<file path="src/rtl/booth_div_seq.sv">
// Sequential signed divider: one restoring step per clock on operand magnitudes,
// followed by a single sign-correction cycle. Divide-by-zero answers on the start edge.
module booth_div_seq #(
    parameter int unsigned W = 4
) (
    input  logic         clk,
    input  logic         rst_n,
    input  logic         start,
    input  logic [W-1:0] dividend,
    input  logic [W-1:0] divisor,
    output logic         busy,
    output logic         done,
    output logic [W-1:0] quotient,
    output logic [W-1:0] remainder,
    output logic         div_by_zero,
    output logic         overflow
);

    localparam int unsigned CW = $clog2(W + 1);

    typedef enum logic [1:0] {StIdle, StCalc, StFix} state_e;

    state_e         state_q, state_d;
    logic [W:0]     a_q, a_d;
    logic [W-1:0]   q_q, q_d;
    logic [W-1:0]   d_q, d_d;
    logic [CW-1:0]  cnt_q, cnt_d;
    logic           sn_q, sn_d, sd_q, sd_d;
    logic           ovf_pend_q, ovf_pend_d;
    logic [W-1:0]   quot_q, quot_d, rem_q, rem_d;
    logic           dbz_q, dbz_d, ovf_q, ovf_d, done_q, done_d;

    logic [W-1:0]   dividend_mag, divisor_mag;
    logic [W:0]     a_sh, trial;

    // Magnitude of the most negative value is 2^(W-1), which still fits unsigned.
    assign dividend_mag = dividend[W-1] ? -dividend : dividend;
    assign divisor_mag  = divisor[W-1]  ? -divisor  : divisor;
    assign a_sh         = {a_q[W-1:0], q_q[W-1]};
    assign trial        = a_sh - {1'b0, d_q};

    always_comb begin
        state_d    = state_q;
        a_d        = a_q;
        q_d        = q_q;
        d_d        = d_q;
        cnt_d      = cnt_q;
        sn_d       = sn_q;
        sd_d       = sd_q;
        ovf_pend_d = ovf_pend_q;
        quot_d     = quot_q;
        rem_d      = rem_q;
        dbz_d      = dbz_q;
        ovf_d      = ovf_q;
        done_d     = 1'b0;
        unique case (state_q)
            StIdle: begin
                if (start) begin
                    if (divisor == '0) begin
                        quot_d = '1;
                        rem_d  = dividend;
                        dbz_d  = 1'b1;
                        ovf_d  = 1'b0;
                        done_d = 1'b1;
                    end else begin
                        state_d    = StCalc;
                        a_d        = '0;
                        q_d        = dividend_mag;
                        d_d        = divisor_mag;
                        sn_d       = dividend[W-1];
                        sd_d       = divisor[W-1];
                        ovf_pend_d = (dividend == {1'b1, {(W-1){1'b0}}}) && (divisor == '1);
                        cnt_d      = '0;
                        dbz_d      = 1'b0;
                        ovf_d      = 1'b0;
                    end
                end
            end
            StCalc: begin
                // The cycle after the last step only hands over to sign correction.
                if (cnt_q == CW'(W)) begin
                    state_d = StFix;
                end else begin
                    cnt_d = cnt_q + 1'b1;
                    q_d   = {q_q[W-2:0], ~trial[W]};
                    a_d   = trial[W] ? a_sh : trial;
                end
            end
            StFix: begin
                quot_d  = (sn_q ^ sd_q) ? -q_q : q_q;
                rem_d   = sn_q ? -a_q[W-1:0] : a_q[W-1:0];
                ovf_d   = ovf_pend_q;
                dbz_d   = 1'b0;
                done_d  = 1'b1;
                state_d = StIdle;
            end
            default: state_d = StIdle;
        endcase
    end

    always_ff @(posedge clk or negedge rst_n) begin
        if (!rst_n) begin
            state_q    <= StIdle;
            a_q        <= '0;
            q_q        <= '0;
            d_q        <= '0;
            cnt_q      <= '0;
            sn_q       <= 1'b0;
            sd_q       <= 1'b0;
            ovf_pend_q <= 1'b0;
            quot_q     <= '0;
            rem_q      <= '0;
            dbz_q      <= 1'b0;
            ovf_q      <= 1'b0;
            done_q     <= 1'b0;
        end else begin
            state_q    <= state_d;
            a_q        <= a_d;
            q_q        <= q_d;
            d_q        <= d_d;
            cnt_q      <= cnt_d;
            sn_q       <= sn_d;
            sd_q       <= sd_d;
            ovf_pend_q <= ovf_pend_d;
            quot_q     <= quot_d;
            rem_q      <= rem_d;
            dbz_q      <= dbz_d;
            ovf_q      <= ovf_d;
            done_q     <= done_d;
        end
    end

    assign busy        = (state_q != StIdle);
    assign done        = done_q;
    assign quotient    = quot_q;
    assign remainder   = rem_q;
    assign div_by_zero = dbz_q;
    assign overflow    = ovf_q;

endmodule

</file>
<file path="config.mk">
export PLATFORM = sky130hd
export DESIGN_NAME = booth_div_seq
export DESIGN_NICKNAME = d
export VERILOG_FILES = /design/src/rtl/booth_div_seq.sv
export SDC_FILE = /design/constraint.sdc
export NUM_CORES = 1
export LEC_CHECK = 0
export CORE_MARGIN = 3
export CORE_UTILIZATION = 25
export CTS_CLUSTER_SIZE = 30
export DETAILED_ROUTE_END_ITERATION = 10
export PLACE_DENSITY_LB_ADDON = 0.08
export SETUP_SLACK_MARGIN = 0.05
export SYNTH_ARGS = -nofsm -noshare
export SYNTH_HDL_FRONTEND = slang
export SYNTH_SLANG_ARGS = --single-unit
</file>
<file path="constraint.sdc">
create_clock -name clk -period 5.4 [get_ports clk]
set_input_delay 0.81 -clock clk [delete_from_list [all_inputs] [get_ports clk]]
set_output_delay 0.81 -clock clk [all_outputs]
set_load 0.01 [all_outputs]
</file>
==> results.ini <==
[power_and_ir_drop]
cellPowerDensity_nw_per_um2 = 599
p_total_mw = 1.35
p_leak_nw = 1.02
irDropWorstVdd_v = 0.000200

[sta]
clock.fmax_mhz = 392
whs_ns = 0.491
slew_violations = 0
fin_skew_ns = 0.00516
tns_ns = 0
hold_violations = 0
post-route-period-util_pct = 47.3
relSlewSlack_pct = 22.3
tightestPinTransition_ns = 1.16
finalCriticalPeriod_ns = 2.55
grt_setup_unrepaired = no
finalSetupViolations = 0

[detailed_routing]
wl_per_cell_um = 14.1
drt_iter0_drc = 71
ant_nets = 0
routed_wl_mm = 4.45
drc = 0
dr.pass1.iters = 4
viasPerCell = 4.56
vias = 1442

[grt]
grt_pass1_wl_mm = 7.73
grt_pass1_vias = 1529
grt_max_degree = 32
grt_busiest_layer = met2
met1_usage_pct = 15.5
overflow = 0
track_usage_pct = 11.7
antenna_found_initial = 0
use_met2_pct = 18.3
grtUsageMet3_pct = 3.53

[worst_setup_path]
cp_slowest_stage_delay_ns = 0.47
cp_max_fo = 5
r2r_cells = 8
cp-start-kind = primary input
cp_num_buf_inv = 2
cp_common_cell = mux2i_1
path_depth = 7
cp.arrival_ns = 2.68
required_ns = 5.53
crit_family = simple AND/OR/NAND/NOR gates
cpMaxStageDelayCell = or3_1
worstPathCellList = clkdlybuf4s50_1, inv_1, ha_1, or3b_4, or3_1, mux2i_1, mux2i_1
r2r_setup_slack_ns = 3.13
critPathKind = primary input to register
crit_path_end_kind = register

[synthesis]
syn_nets = 219
synth_cells = 196
ys_types = 45
syn_avg_cell_area_um2 = 9.39
synth.yosys.warnings = 0
ys_seq_area_share_pct = 42.1
ys.flop_type = dfrtp_1
ys_async_sr_fraction_pct = 100
synth_edf_count = 0
synth_area_um2 = 1840
synth_seq_cells = 31

[finish]
multiInputGateArea_um2 = 957
fillers = 758
final_net_count = 242
layout_common_cells = 31 x dfrtp_1, 22 x clkdlybuf4s50_1, 20 x nand2_1
drive_above_1_share_pct = 7.27
seqCellArea_um2 = 776
post-route-util_pct = 32.3
final_common_cell = dfrtp_1
area_delta_synth_final_pct = 22.4
antenna_cells = 0

[clock_tree]
cts.path.max_buffers = 2
cts_tree = yes
cts_resized = 0
post_cts_buffers = 0
cts_hold_buf = 0
numCtsBuffers = 5
clk_pin_slew_ns = 0.07
cts-root-buf = clkbuf_8
clock-sinks = 31
clock_latency_ns = 0.29
htreeDepth = 2

[floorplanning]
rows = 30
die_x_um = 91.8
die_y_um = 91.8
initial_core_util_pct = 26.4
dieArea_um2 = 8430
coreArea_um2 = 6980
io_pins = 23

[job]
max_cap_viol_count = 0

[hold_path]
hold_class = register to register
hold_path_depth = 2

[place]
io_buffers = 22
globalplace.congestion = 0.731
hpwl_mm = 3.31

[status]
status = finished, final reports clean

==> synth_stat cells, types with 2 or more instances <==
library cell | instances | area [um2]
ha_1 | 11 | 138
nand2b_1 | 2 | 12.5
a311oi_1 | 2 | 17.5
clkbuf_1 | 3 | 11.3
mux2_2 | 2 | 22.5
inv_1 | 18 | 67.6
buf_2 | 2 | 10.0
a31oi_1 | 2 | 12.5
dfrtp_1 | 31 | 776
xnor2_1 | 9 | 78.8
and3_1 | 2 | 12.5
or3_1 | 2 | 12.5
nor2_1 | 10 | 37.5
a211o_1 | 3 | 26.3
mux2i_1 | 7 | 70.1
o31ai_1 | 2 | 15.0
a21oi_1 | 8 | 40.0
or2b_1 | 2 | 15.0
nand3_1 | 8 | 40.0
o211ai_1 | 4 | 30.0
nor2b_1 | 2 | 12.5
nor3_1 | 8 | 40.0
o21ai_1 | 6 | 30.0
o21ai_0 | 9 | 45.0
nand2_1 | 20 | 75.1
a21o_1 | 2 | 15.0
==> final timing paths <==
kind | from | endpoint
max reg2reg | q_q[3] | a_q[0]
max | divisor[0] | remainder[1]
max in group asynchronous | rst_n | d_q[1]
min reg2reg | d_q[1] | d_q[1]
min | d_q[1] | d_q[1]
min in group asynchronous | rst_n | done
==> metal layers <==
layer | part of all wire (%) | wire, um
met1 | 50 | 2210
met2 | 45 | 1980
met3 | 4.7 | 207
met4 | 1.2 | 55
met5 | 0 | 0
==> worst register-to-register path: cells and delay by family (launching register included) <==
kind	cells	cell delay, ns
DFF	1	0.44
adders and majority gates	2	0.56
buffers and inverters	2	0.14
AOI/OAI and AO/OA	3	0.81
and+or+nand+nor	1	0.22
==> sequential cells by signal, indices dropped and copies added (netlist names) <==
name and flops:
a_q 4, quotient 4, sd_q 1, ovf_pend_q 1, div_by_zero 1, state_q 2
done 1, overflow 1, d_q 4, sn_q 1, q_q 4, remainder 4
cnt_q 3
==> per-stage QoR <==
| stage | instances | setup WS, ns | cell area, um2 |
|---|---|---|---|
| finish | 316 | 2.85 | 2250 |
| global route | 316 | 2.70 | 2250 |
| CTS | 316 | 2.84 | 2250 |
| floorplan | 196 | 3.24 | 1840 |
| global placement | 308 | 2.57 | 2150 |
| detailed placement | 308 | 2.55 | 2150 |
==> kinds of logic after synthesis <==
kind of cell	Yosys count	synth area share, %
simple gates	66	18.6
flops	31	42.1
compound gates	44	15.5
buf+inv	25	5.85
xor+xnor	9	4.28
mux	9	5.03
fa+ha+maj	12	8.57
==> report_power, final <==
part | leakage [nW] | switching (mW) | internal, mW
registers | 0.379 | 0.0946 | 0.336
clock network | 0.0505 | 0.0970 | 0.116
logic | 0.588 | 0.370 | 0.335
total | 1.02 | 0.561 | 0.787
==> cell type report <==
cell class | count | area share, %
clock buffers | 7 | 4.28
clock inverters | 1 | 0.333
inverters | 18 | 3.00
multi-input cells | 140 | 42.5
flip-flops and latches | 31 | 34.4
well taps | 96 | 5.33
repair buffers | 23 | 10.1
(Power assumes the default switching activity.)
